## src/rtl/spi_flash_sequencer.sv

```systemverilog
// Command sequencer above spi_interface: loads opcode/address/payload into the TX FIFO,
// starts transfers, and for PROGRAM/ERASE wraps them in WREN plus RDSR status polling.
module spi_flash_sequencer #(
    parameter int unsigned DATA         = 8,
    parameter int unsigned MAX_BYTES    = 256,
    parameter int unsigned BUSY_TIMEOUT = 1024,
    parameter int unsigned POLL_LIMIT   = 65535,
    parameter logic [7:0]  OPC_WREN     = 8'h06,
    parameter logic [7:0]  OPC_RDSR     = 8'h05
) (
    input  logic            clk,
    input  logic            rst,
    input  logic            cmd_valid,
    output logic            cmd_ready,
    input  logic [1:0]      cmd_kind,
    input  logic [7:0]      cmd_opcode,
    input  logic [23:0]     cmd_addr,
    input  logic [15:0]     cmd_nbytes,
    input  logic [DATA-1:0] pl_data,
    input  logic            pl_valid,
    output logic            pl_ready,
    output logic            done,
    output logic [1:0]      err,
    output logic [15:0]     len,
    output logic            op,
    output logic            work,
    input  logic            busy,
    output logic [DATA-1:0] tx_wdata,
    output logic            tx_wr,
    input  logic            tx_full,
    input  logic [DATA-1:0] rx_rdata,
    output logic            rx_rd,
    input  logic            rx_empty
);

    localparam logic [1:0] KRead  = 2'd0;
    localparam logic [1:0] KProg  = 2'd1;
    localparam logic [1:0] KErase = 2'd2;
    localparam logic [1:0] KRegRd = 2'd3;

    localparam int unsigned TW = $clog2(BUSY_TIMEOUT + 1);
    localparam int unsigned PW = $clog2(POLL_LIMIT + 1);

    typedef enum logic [3:0] {
        StIdle, StLoadWren, StLoad, StStart, StWaitHi, StWaitLo, StPollLoad, StPollRd, StDone
    } state_e;

    typedef enum logic [1:0] {PhWren, PhMain, PhPoll} phase_e;

    state_e        state_q, state_d;
    phase_e        phase_q, phase_d;
    logic [1:0]    kind_q;
    logic [7:0]    opcode_q;
    logic [23:0]   addr_q;
    logic [15:0]   nbytes_q;
    logic [15:0]   byte_q, byte_d;
    logic [TW-1:0] tmo_q, tmo_d;
    logic [PW-1:0] poll_q, poll_d;
    logic [15:0]   len_q, len_d;
    logic          op_q, op_d;
    logic [1:0]    err_q, err_d;
    logic          cmd_ready_q;
    logic          latch;
    logic          push;
    logic [7:0]    hdr_byte;
    logic [15:0]   hdr_last;
    logic [15:0]   total_last;
    logic          unused_rx;

    // Only the WIP bit of the status byte matters.
    assign unused_rx = ^rx_rdata[DATA-1:1];

    function automatic logic [15:0] main_len(input logic [1:0] k, input logic [15:0] n);
        logic [15:0] bits;
        bits = {n[12:0], 3'b000};
        unique case (k)
            KErase:  main_len = 16'd32;
            KRegRd:  main_len = 16'd8 + bits;
            default: main_len = 16'd32 + bits;
        endcase
    endfunction

    function automatic logic len_ok(input logic [1:0] k, input logic [15:0] n);
        unique case (k)
            KErase:  len_ok = 1'b1;
            KRegRd:  len_ok = ({16'd0, n} <= MAX_BYTES);
            default: len_ok = (n != 16'd0) && ({16'd0, n} <= MAX_BYTES);
        endcase
    endfunction

    assign cmd_ready = cmd_ready_q;
    assign len       = len_q;
    assign op        = op_q;
    assign err       = err_q;

    always_comb begin
        state_d    = state_q;
        phase_d    = phase_q;
        byte_d     = byte_q;
        tmo_d      = tmo_q;
        poll_d     = poll_q;
        len_d      = len_q;
        op_d       = op_q;
        err_d      = err_q;
        latch      = 1'b0;
        push       = 1'b0;
        hdr_byte   = 8'h00;
        tx_wr      = 1'b0;
        tx_wdata   = '0;
        pl_ready   = 1'b0;
        work       = 1'b0;
        rx_rd      = 1'b0;
        done       = 1'b0;
        // Header is opcode only for REG_READ, opcode plus 3 address bytes otherwise.
        hdr_last   = (kind_q == KRegRd) ? 16'd0 : 16'd3;
        total_last = hdr_last + ((kind_q == KProg) ? nbytes_q : 16'd0);

        unique case (state_q)
            StIdle: begin
                if (cmd_valid && cmd_ready_q) begin
                    latch  = 1'b1;
                    poll_d = '0;
                    byte_d = '0;
                    err_d  = 2'd0;
                    if (!len_ok(cmd_kind, cmd_nbytes)) begin
                        state_d = StDone;
                        err_d   = 2'd1;
                    end else if (cmd_kind == KProg || cmd_kind == KErase) begin
                        state_d = StLoadWren;
                        len_d   = 16'd8;
                        op_d    = 1'b1;
                    end else begin
                        state_d = StLoad;
                        len_d   = main_len(cmd_kind, cmd_nbytes);
                        op_d    = 1'b0;
                    end
                end
            end
            StLoadWren: begin
                tx_wdata = DATA'(OPC_WREN);
                if (!tx_full) begin
                    tx_wr   = 1'b1;
                    phase_d = PhWren;
                    state_d = StStart;
                end
            end
            StLoad: begin
                if (byte_q <= hdr_last) begin
                    unique case (byte_q[1:0])
                        2'd0: hdr_byte = opcode_q;
                        2'd1: hdr_byte = addr_q[23:16];
                        2'd2: hdr_byte = addr_q[15:8];
                        2'd3: hdr_byte = addr_q[7:0];
                    endcase
                    tx_wdata = DATA'(hdr_byte);
                    push     = !tx_full;
                end else begin
                    tx_wdata = pl_data;
                    pl_ready = !tx_full;
                    push     = pl_valid && !tx_full;
                end
                tx_wr = push;
                if (push) begin
                    if (byte_q == total_last) begin
                        byte_d  = '0;
                        phase_d = PhMain;
                        state_d = StStart;
                    end else begin
                        byte_d = byte_q + 16'd1;
                    end
                end
            end
            StStart: begin
                if (!busy) begin
                    work    = 1'b1;
                    tmo_d   = TW'(1);
                    state_d = StWaitHi;
                end
            end
            StWaitHi: begin
                // tmo_q counts cycles since the work pulse.
                if (busy) begin
                    state_d = StWaitLo;
                end else if (tmo_q == TW'(BUSY_TIMEOUT - 1)) begin
                    state_d = StDone;
                    err_d   = 2'd3;
                end else begin
                    tmo_d = tmo_q + TW'(1);
                end
            end
            StWaitLo: begin
                if (!busy) begin
                    unique case (phase_q)
                        PhWren: begin
                            state_d = StLoad;
                            byte_d  = '0;
                            len_d   = main_len(kind_q, nbytes_q);
                            op_d    = 1'b1;
                        end
                        PhMain: begin
                            if (kind_q == KRead || kind_q == KRegRd) begin
                                state_d = StDone;
                                err_d   = 2'd0;
                            end else begin
                                state_d = StPollLoad;
                                len_d   = 16'd16;
                                op_d    = 1'b0;
                            end
                        end
                        default: state_d = StPollRd;
                    endcase
                end
            end
            StPollLoad: begin
                tx_wdata = DATA'(OPC_RDSR);
                if (!tx_full) begin
                    tx_wr   = 1'b1;
                    phase_d = PhPoll;
                    state_d = StStart;
                end
            end
            StPollRd: begin
                if (!rx_empty) begin
                    rx_rd = 1'b1;
                    if (!rx_rdata[0]) begin
                        state_d = StDone;
                        err_d   = 2'd0;
                    end else if (poll_q == PW'(POLL_LIMIT - 1)) begin
                        state_d = StDone;
                        err_d   = 2'd2;
                    end else begin
                        poll_d  = poll_q + PW'(1);
                        state_d = StPollLoad;
                    end
                end
            end
            StDone: begin
                done    = 1'b1;
                err_d   = 2'd0;
                state_d = StIdle;
            end
            default: state_d = StIdle;
        endcase
    end

    always_ff @(posedge clk) begin
        if (!rst) begin
            state_q     <= StIdle;
            phase_q     <= PhWren;
            kind_q      <= KRead;
            opcode_q    <= '0;
            addr_q      <= '0;
            nbytes_q    <= '0;
            byte_q      <= '0;
            tmo_q       <= '0;
            poll_q      <= '0;
            len_q       <= '0;
            op_q        <= 1'b0;
            err_q       <= 2'd0;
            cmd_ready_q <= 1'b0;
        end else begin
            state_q     <= state_d;
            phase_q     <= phase_d;
            byte_q      <= byte_d;
            tmo_q       <= tmo_d;
            poll_q      <= poll_d;
            len_q       <= len_d;
            op_q        <= op_d;
            err_q       <= err_d;
            cmd_ready_q <= (state_d == StIdle);
            if (latch) begin
                kind_q   <= cmd_kind;
                opcode_q <= cmd_opcode;
                addr_q   <= cmd_addr;
                nbytes_q <= cmd_nbytes;
            end
        end
    end

endmodule

```

## config.mk

```make
export PLATFORM = sky130hd
export DESIGN_NAME = spi_flash_sequencer
export DESIGN_NICKNAME = d
export VERILOG_FILES = /design/src/rtl/spi_flash_sequencer.sv
export SDC_FILE = /design/constraint.sdc
export NUM_CORES = 1
export LEC_CHECK = 0
export ABC_AREA = 1
export BUFFER_PORTS_ARGS = -buffer_cell sky130_fd_sc_hd__buf_2
export CELL_PAD_IN_SITES_DETAIL_PLACEMENT = 1
export CELL_PAD_IN_SITES_GLOBAL_PLACEMENT = 1
export CORE_MARGIN = 3
export CORE_UTILIZATION = 41
export DETAILED_ROUTE_END_ITERATION = 12
export PLACE_DENSITY_LB_ADDON = 0.1
export SETUP_SLACK_MARGIN = 0.3
export SYNTH_ARGS = -nofsm -noshare
export SYNTH_HDL_FRONTEND = slang
export SYNTH_SLANG_ARGS = --single-unit
```

## constraint.sdc

```tcl
create_clock -name clk -period 3.7 [get_ports clk]
set_input_delay 1.11 -clock clk [delete_from_list [all_inputs] [get_ports clk]]
set_output_delay 1.11 -clock clk [all_outputs]
set_load 0.02 [all_outputs]
```

==> summary.txt, run 1 <==
run status - completed
via density per instance - 5.47
layout cells sized above 1 - 16.6%
initial antenna violation count - 0
top cells by area, synth - dfxtp_1, nand2_1, nor2_1, inv_1, o21ai_0
port buffer count - 95
FFs w/ async S/R, synth - 0%
Max IR drop VDD - 0.328 mV
share of power burned in registers - 35.2%
hold path startpoint - addr_q[1]$_SDFFE_PN0P_
total power divided by cell area - 449 nW/um^2
Synth top cells by count - nand2_1, nor2_1, inv_1
core area - 18,300 sq um
#FFs+latches synth - 116
gr ovfl total - 0
fillers - 2,485
Post-synth EDFFs - 0
flop2flop setup slack - 0.58 ns
clk_lat worst skew - 0.43 ns
Reg-to-Reg End - byte_q[4]$_SDFFE_PN0P_
slew at the pin closest to its max-slew limit - 0.828 ns
drt first pass iters - 5
WL per Instance - 17.1 um
power share of the clock group - 44.5%
largest area contributor in the netlist - dfxtp_1
DP HPWL - 19,700 um
Synth cell types - 49
Cells after Synth - 1,229
Yosys top cell area share - 30.0%
Setup CP Type - flip-flop to output pin
syn_area_per_cell - 6.31 sq um
GRT Total Usage - 26.5%
NetSw - 1370 uW
Worst EP required - 2.59 ns
antenna cells - 0
WL final - 26,700 um
startpoint types - flip-flop
CTS tree - yes
hold slack - 0.460 ns
RSZ-0062 raised after global routing - yes
row count - 49
Clock transition at path regs - 0.06 ns
die height - 143 um
Top FF cell, synth - dfxtp_1
Longest Clk Path Bufs - 2
Initial Utilization - 42.4%
Logic pwr share - 20.3%
Max Slew Vio Count - 0
largest net degree at the start of global routing - 53
Die W - 143 um
Num CTS Buffers - 17
sequential area share after synthesis - 30.0%
Post-route DRC - 0
largest fanout on the critical path - 6
Setup Skew - 0.0108 ns
Routed Antenna Nets - 0
area delta synth->final - 19.3%
CP Capture Type - output pin
final worst path period share - 93.9%
DRT iter0 DRCs - 447
DIE AREA - 20,600 sq um
r2r worst-path depth - 20
Net Sw Frac - 33.0%
CP startpoint - kind_q[0]$_SDFFE_PN0P_
I/O pin total - 106
Finish-stage setup viols - 0
final hold vios - 0
Worst Hold Class - flip-flop to flip-flop
Setup TNS - 0 ns
Syn Std Cell Area - 7750 sq um
CTS Sinks - 116
Ys Warns - 0
leakage power - 0.00394 uW
Slew HR - 44.6%
Nets - 1,413
Final min period - 3.48 ns
routed vias - 8,520
r2r startpoint - kind_q[0]$_SDFFE_PN0P_
H-tree lvl count - 4
number of max-cap violations - 0
Final Wtd Congestion - 0.892
Clock Root Buffer - clkbuf_16
first-pass GRT wire length - 44,000 um
number of global-route vias before repair - 8,930
f_max - 0.288 GHz
Critical Path AT - 2.37 ns
most frequent cell after synthesis - nand2_1
internal power - 2780 uW
worst setup path endpoint - tx_wdata[2]
through the flow:
| stage | utilization (%) | cell area (sq um) | setup slack, ns | instances | total power, uW |
|---|---|---|---|---|---|
| floorplan | - | 7790 | 0.291 | 1231 | 2040 |
| global placement | 45.9 | 8390 | 0.410 | 1523 | 2270 |
| detailed placement | 45.9 | 8390 | 0.378 | 1523 | 2290 |
| CTS | 50.1 | 9160 | 0.285 | 1557 | 4160 |
| global route | 50.6 | 9250 | 0.160 | 1559 | 4360 |
| finish | 50.6 | 9250 | 0.224 | 1559 | 4150 |
state kept, by name (all words and copies together) (netlist names):
signal	count
state_q	4
byte_q	16
kind_q	2
tmo_q	11
cmd_ready	1
poll_q	16
opcode_q	8
addr_q	24
phase_q	2
nbytes_q	16
len	13
err	2
op	1
placed cells by master (no fill, tap or decap), types with 5 or more instances in the layout:
master	instances
a21oi_1	99
xor2_1	23
buf_6	5
nor2_2	23
nor3_1	42
nand4_1	21
ha_4	5
clkbuf_16	17
nand3_1	77
o21ai_0	107
ha_1	16
nand2_1	241
inv_2	7
a31oi_1	8
nor2_1	163
dfxtp_1	112
nor4_1	6
buf_4	16
inv_1	146
a21oi_2	6
o21ai_1	5
a32oi_1	5
o22ai_1	9
buf_2	88
nand2_2	12
final cells by class:
type	instances	area [sq um]	area share, %
sequential	116	2330	25.2
tap	229	287	3.10
inverter	157	598	6.47
multi-input combinational	915	4750	51.3
clock inverter	15	221	2.39
timing repair buffer	110	637	6.89
clock buffer	17	425	4.60
power groups by stage:
stage,clock (uW),combinational (uW),sequential [uW]
6_report,1850,843,1460
5_1_grt,1940,941,1480
4_1_cts,1870,826,1460
3_5_place_dp,0,804,1490
3_3_place_gp,0,787,1480
2_1_floorplan,0,562,1480
how the worst min path moves through the flow:
stage | cells after the start | slack (ns) | to
detailed placement | 2 | 0.45 | addr_q[9]$_SDFFE_PN0P_
CTS | 2 | 0.46 | addr_q[1]$_SDFFE_PN0P_
finish | 2 | 0.46 | addr_q[1]$_SDFFE_PN0P_
floorplan | 2 | 0.42 | addr_q[8]$_SDFFE_PN0P_
global placement | 2 | 0.44 | addr_q[10]$_SDFFE_PN0P_
global route | 2 | 0.48 | addr_q[0]$_SDFFE_PN0P_
cells by family (layout without fill, tap and decap cells):
logic type	count (synthesis)	in the layout	share of synthesized area (%)
buffers and inverters	200	299	10.7
other	1	3	0.0484
AO/OA/AOI/OAI	264	264	18.6
adder cells (fa/ha/maj)	23	23	3.81
flip-flops	116	116	30.0
XOR/XNOR	27	27	3.05
AND/OR/NAND/NOR	598	598	33.8
critical path, cell delays in order (launching register included):
cell and delay [ns]:
dfxtp_4 0.38, ha_4 0.17, inv_4 0.05, ha_4 0.23, nand2_2 0.06, inv_2 0.04
o2111ai_4 0.26, inv_4 0.09, o211ai_1 0.16, o21ai_2 0.13, o21bai_2 0.22, buf_6 0.15
what timing repair did:
item                       4_1_cts  5_1_grt
buffers inserted                 2        2
hold buffers                     0        0
pin swaps                        3        8
gates resized for setup         26       19
setup endpoints to repair        9       14
layer usage:
metal | vias to the layer above | GRT usage (%) | routed length [um]
li1 | 4213 | - | -
met1 | 4099 | 31.4 | 11500
met2 | 162 | 48.3 | 13600
met3 | 46 | 4.13 | 926
met4 | 0 | 9.27 | 661
met5 | - | 0 | 0
Note: power is estimated with default switching activity, not from simulation.
==> inputs of run 2 (changes only) <==
--- a/config.mk
+++ b/config.mk
@@ -13,2 +13,3 @@
 export CORE_UTILIZATION = 41
+export CTS_CLUSTER_DIAMETER = 50
 export DETAILED_ROUTE_END_ITERATION = 12
==> constraint.sdc (replaced) <==
create_clock -name clk -period 3.48 [get_ports clk]
set_input_delay 1.044 -clock clk [delete_from_list [all_inputs] [get_ports clk]]
set_output_delay 1.044 -clock clk [all_outputs]
set_load 0.1 [all_outputs]
==> run 2 against run 1 <==
Net effect:
- setup slack lost 0.15 ns
- largest cell class unchanged
- clock skew is essentially flat
- register-to-register slack lost 0.19 ns
- global-route usage grew 0.86 points
- power grew 16%
- sequential cell count is the same
- via count grew 2.7%
- sequential share of layout area shrank 1.3 points
==> summary.txt, run 2 (synthesis gave the netlist of run 1 again) <==
Setup Skew - 0.0106 ns (-0.000168 ns)
Post-route DRC - 0 (unchanged)
Slew HR - 46.6% (+2.0 points)
final hold vios - 0 (unchanged)
port buffer count - 95 (unchanged)
Longest Clk Path Bufs - 2 (unchanged)
CTS tree - yes
CP max stage delay - 0.37 ns (about the same)
max reg flops - 24 (unchanged)
final worst path period share - 97.8%
DRT iter0 DRCs - 424 (-5.1%)
Critical Path AT - 2.36 ns (about the same)
Clock transition at path regs - 0.07 ns (about the same)
Num CTS Buffers - 17 (unchanged)
Net Sw Frac - 36.0% (+3.0 points)
slew at the pin closest to its max-slew limit - 0.793 ns (-0.0351 ns)
Post-CTS Hold Buffers - 0 (unchanged)
CTS Sinks - 116 (unchanged)
fillers - 2,480 (-0.20%)
run status - completed
layout cells sized above 1 - 19.5% (+2.9 points)
share of power burned in registers - 32.5% (-2.7 points)
Worst EP required - 2.44 ns (-0.15 ns)
WL final - 28,900 um (+8.2%)
Max Slew Vio Count - 0 (unchanged)
Max IR drop VDD - 0.306 mV (-6.7%)
first-pass GRT wire length - 45,200 um (+2.8%)
number of global-route vias before repair - 8,954 (+0.27%)
routed vias - 8,746 (+2.7%)
antenna cells - 0 (unchanged)
DIE AREA - 20,600 sq um (unchanged)
Finish-stage setup viols - 0 (unchanged)
Final min period - 3.40 ns
CP delay by family, top - buffers and inverters
row count - 49 (unchanged)
Clock Root Buffer - clkbuf_16
CP max stage cell - dfxtp_2
commonest non-fill, non-tap cell in the layout - nand2_1
Nets - 1,436 (+1.6%)
r2r worst-path depth - 22 (+10%)
DP HPWL - 19,900 um (+1.0%)
RSZ-0062 raised after global routing - yes
NetSw - 1730 uW (+26%)
Setup CP Type - flip-flop to output pin
Largest Register - addr_q
leakage power - 0.00410 uW (+4.2%)
CP Capture Type - output pin
area delta synth->final - 25.7%
Logic pwr share - 25.7% (+5.4 points)
number of max-cap violations - 0 (unchanged)
via density per instance - 5.53 (+1.2%)
GRT Total Usage - 27.3% (+0.86 points)
Die W - 143 um (unchanged)
CP Cell Sequence - ha_4, inv_6, ha_4, inv_1, a21oi_4, o2111ai_4, inv_4, buf_6, nand2_4, o21ai_4, o21ai_4, buf_12
H-tree lvl count - 4 (unchanged)
gr ovfl total - 0 (unchanged)
largest fanout on the critical path - 7 (+1)
initial antenna violation count - 1 (+1)
Initial Utilization - 42.4% (unchanged)
most frequent cells in the layout - nand2_1, nor2_1, inv_1
core area - 18,300 sq um (unchanged)
total power divided by cell area - 492 nW/um^2 (+9.6%)
CP bufs+invs - 5 (+1)
f_max - 0.294 GHz
hold path depth - 2 (unchanged)
Worst Hold Class - flip-flop to flip-flop
Routed Antenna Nets - 0 (unchanged)
WL per Instance - 18.2 um (+6.6%)
Setup TNS - 0 ns (unchanged)
Final Wtd Congestion - 0.900 (+0.80%)
internal power - 3070 uW (+10%)
die height - 143 um (unchanged)
I/O pin total - 106 (unchanged)
startpoint types - flip-flop
clk_lat worst skew - 0.43 ns (about the same)
cell count along the critical path - 12 (+1)
largest net degree at the start of global routing - 53 (unchanged)
power share of the clock group - 41.8% (-2.7 points)
drt first pass iters - 5 (unchanged)
hold slack - 0.463 ns (+0.00274 ns)
==> run 2: cell count changes in the layout (fill, tap and decap cells not counted), sizes merged <==
cell      change
buf          +22
clkbuf        +2
inv           -2
bufinv        +1
clkinvlp      -1
nand2         +1
==> run 2: final timing paths <==
kind	startpoint	slack (ns)	end
hold / removal	opcode_q[3]$_SDFFE_PN0P_	0.46	opcode_q[3]$_SDFFE_PN0P_
setup reg to reg	kind_q[1]$_SDFFE_PN0P_	0.39	byte_q[4]$_SDFFE_PN0P_
setup / recovery	kind_q[1]$_SDFFE_PN0P_	0.08	tx_wdata[0]
hold reg to reg	opcode_q[3]$_SDFFE_PN0P_	0.46	opcode_q[3]$_SDFFE_PN0P_
==> run 2: worst reg2reg max path, stage by stage, from the launching register on <==
cell and delay (ns):
dfxtp_2 0.34, buf_4 0.15, inv_4 0.06, ha_4 0.13, nand2_1 0.06, inv_1 0.07
ha_2 0.18, inv_2 0.05, fa_2 0.43, inv_2 0.08, nand4_1 0.13, nor2_1 0.15
nand3_1 0.11, nand3_2 0.09, nand2_1 0.06, inv_1 0.06, nand2_1 0.06, nor2_2 0.17
nand3_2 0.15, nand2_4 0.17, nand2_8 0.10, nand2_8 0.13, nor2_1 0.07
==> run 2: through the flow <==
stage	instance area, sq um	setup slack (ns)	total power (uW)	std cells	utilization [%]
floorplan	7910	0.154	2410	1231	-
global placement	8680	0.285	2670	1527	47.5
detailed placement	8680	0.211	2700	1527	47.5
CTS	9530	0.121	4720	1571	52.2
global route	9750	0.000998	4990	1582	53.3
finish	9750	0.0774	4800	1582	53.3
==> run 2: cell type report <==
class                   instances  area [sq um]  area share [%]
clock inverters                13           219            2.25
multi-input cells             916          4930            50.6
repair buffers                132           940            9.64
inverters                     157           603            6.19
clock buffers                  19           433            4.44
well taps                     229           287            2.94
flip-flops and latches        116          2330            23.9
==> run 2: repair_timing <==
| action | 4_1_cts | 5_1_grt |
|---|---|---|
| gates resized for setup | 23 | 31 |
| cloned | 0 | 1 |
| setup buffers | 12 | 10 |
| pin swaps | 7 | 14 |
| setup endpoints to repair | 10 | 30 |
==> run 2: routing by layer <==
| metal | global-route usage (%) | wire length [um] |
|---|---|---|
| met1 | 33.4 | 12400 |
| met2 | 49.1 | 14700 |
| met3 | 5.56 | 1140 |
| met4 | 6.64 | 577 |
| met5 | 0 | 13 |
==> run 2: power by group through the flow <==
stage / clock network (uW) / logic [uW] / registers [uW]
detailed placement: 0 / 1110 / 1580
floorplan: 0 / 658 / 1760
CTS: 2010 / 1150 / 1560
global route: 2080 / 1340 / 1570
global placement: 0 / 1090 / 1580
finish: 2010 / 1230 / 1560
==> inputs of run 3 (changes only) <==
CORE_MARGIN = 5   (was 3)
==> run 3 against run 2 <==
Net effect:
- worst hold slack got worse by 0.0060 ns
- critical endpoint is now tx_wdata[2]
- design area is 2.2% lower
- routed wire length decreased by 7.9%
- global-route usage decreased by 2.9 points
==> summary.txt, run 3 (synthesis gave the netlist of run 1 again) <==
run status - completed
via density per instance - 5.36 (-3.0%)
final worst path period share - 96.7% (-1.1 points)
port buffer count - 95 (unchanged)
final hold vios - 0 (unchanged)
gr ovfl total - 0 (unchanged)
initial antenna violation count - 1 (unchanged)
flop2flop setup slack - 0.52 ns (+0.13 ns)
CP startpoint - kind_q[1]$_SDFFE_PN0P_
H-tree lvl count - 4 (unchanged)
CP Capture Type - output pin
Routed Antenna Nets - 0 (unchanged)
Final Util - 51.1% (-2.2 points)
DIE AREA - 21,800 sq um (+5.7%)
Worst EP required - 2.44 ns (about the same)
WL final - 26,600 um (-7.9%)
Final min period - 3.37 ns (-0.0375 ns)
routed vias - 8,467 (-3.2%)
CTS tree - yes
area delta synth->final - 22.9%
first-pass GRT wire length - 43,300 um (-4.1%)
Clock transition at path regs - 0.06 ns (about the same)
Initial Utilization - 41.6% (-0.85 points)
worst setup path endpoint - tx_wdata[2]
Finish-stage setup viols - 0 (unchanged)
Post-route DRC - 0 (unchanged)
I/O pin total - 106 (unchanged)
DRT iter0 DRCs - 497 (+17%)
Longest Clk Path Bufs - 2 (unchanged)
row count - 50 (+2.0%)
Final Wtd Congestion - 0.922 (+2.4%)
Critical Path AT - 2.32 ns (-0.04 ns)
Die W - 147 um (+2.8%)
die height - 147 um (+2.8%)
core area - 18,600 sq um (+2.0%)
most frequent cells in the layout - nand2_1, nor2_1, inv_1
max reg flops - 24 (unchanged)
leakage power - 0.00400 uW (-2.4%)
f_max - 0.297 GHz (+1.1%)
Max Slew Vio Count - 0 (unchanged)
Largest Register - addr_q
Reg-to-Reg End - byte_q[3]$_SDFFE_PN0P_
DP HPWL - 20,000 um (+0.26%)
Max IR drop VDD - 0.319 mV (+4.2%)
CTS Sinks - 116 (unchanged)
Worst Hold Class - flip-flop to flip-flop
WL per Instance - 16.8 um (-7.7%)
clk_lat worst skew - 0.42 ns (about the same)
layout cells sized above 1 - 18.9% (-0.63 points)
Setup TNS - 0 ns (unchanged)
number of global-route vias before repair - 8,474 (-5.4%)
antenna cells - 0 (unchanged)
GRT Total Usage - 24.4% (-2.9 points)
Clock Root Buffer - clkbuf_16
r2r startpoint - kind_q[1]$_SDFFE_PN0P_
Slew HR - 43.4% (-3.2 points)
Post-CTS Hold Buffers - 0 (unchanged)
Nets - 1,428 (-0.56%)
r2r worst-path depth - 21 (-4.5%)
number of max-cap violations - 0 (unchanged)
Setup CP Type - flip-flop to output pin
slew at the pin closest to its max-slew limit - 0.842 ns (+0.0495 ns)
largest net degree at the start of global routing - 53 (unchanged)
startpoint types - flip-flop
Num CTS Buffers - 17 (unchanged)
fillers - 2,530 (+2.0%)
commonest non-fill, non-tap cell in the layout - nand2_1
drt first pass iters - 5 (unchanged)
RSZ-0062 raised after global routing - yes
largest fanout on the critical path - 6 (-1)
Setup Skew - 0.00859 ns (-0.00199 ns)
total power divided by cell area - 464 nW/um^2 (-5.7%)
-- run 3: routing by layer --
metal | global-route usage [%] | part of all wire (%) | up-vias
met4 | 6.38 | 1.8 | 2
met5 | 0 | 0.049 | -
met3 | 5.46 | 4.0 | 38
met1 | 30.9 | 46 | 4056
li1 | - | - | 4232
met2 | 42.0 | 48 | 139
-- run 3: stage by stage --
stage	power [uW]	std cells	area, sq um	hold WS [ns]	worst slack [ns]
2_1_floorplan	2410	1231	7910	0.425	0.154
3_3_place_gp	2680	1532	8670	0.442	0.276
3_5_place_dp	2710	1532	8670	0.449	0.182
4_1_cts	4440	1575	9460	0.458	0.141
5_1_grt	4650	1579	9530	0.480	0.0343
6_report	4420	1579	9530	0.457	0.115
-- run 3: power breakdown --
| part | internal, uW | total [uW] | switching [uW] |
|---|---|---|---|
| Sequential | 1450 | 1560 | 106 |
| Combinational | 318 | 1180 | 864 |
| Clock | 939 | 1690 | 747 |
| Total | 2710 | 4420 | 1720 |
-- run 3: worst max-delay path: stages, from the launching register on --
cell and delay (ns):
dfxtp_4 0.36, ha_4 0.19, ha_4 0.25, nand2_2 0.08, inv_2 0.04, o2111ai_4 0.30
inv_4 0.09, o211ai_1 0.15, o21ai_2 0.11, o21bai_4 0.14, buf_12 0.19
-- run 3: layout make-up --
cell class / instances / area (sq um) / share of cell area, %
Timing Repair inverter: 1 / 7.51 / 0.0788
Clock buffer: 17 / 425 / 4.46
Inverter: 157 / 601 / 6.30
Clock inverter: 15 / 131 / 1.38
Sequential cell: 116 / 2330 / 24.5
Multi-Input combinational cell: 915 / 4890 / 51.3
Tap cell: 234 / 293 / 3.07
Timing Repair Buffer: 124 / 851 / 8.93
-- run 3: worst min-delay path by stage --
stage | startpoint | end | slack [ns] | cells past startpoint
after detailed placement | addr_q[1]$_SDFFE_PN0P_ | addr_q[1]$_SDFFE_PN0P_ | 0.45 | 2
after CTS | addr_q[17]$_SDFFE_PN0P_ | addr_q[17]$_SDFFE_PN0P_ | 0.46 | 2
final | opcode_q[4]$_SDFFE_PN0P_ | opcode_q[4]$_SDFFE_PN0P_ | 0.46 | 2
after global routing | opcode_q[6]$_SDFFE_PN0P_ | opcode_q[6]$_SDFFE_PN0P_ | 0.48 | 2
after global placement | addr_q[9]$_SDFFE_PN0P_ | addr_q[9]$_SDFFE_PN0P_ | 0.44 | 2
after floorplan | addr_q[8]$_SDFFE_PN0P_ | addr_q[8]$_SDFFE_PN0P_ | 0.42 | 2
-- run 3: timing repair --
| item | in CTS | in global routing |
|---|---|---|
| pin swaps | 9 | 7 |
| gates resized for setup | 38 | 11 |
| cloned | 1 | 0 |
| endpoints found under the setup margin | 10 | 25 |
| hold endpoints to repair | 0 | 0 |
| buffers inserted | 10 | 4 |
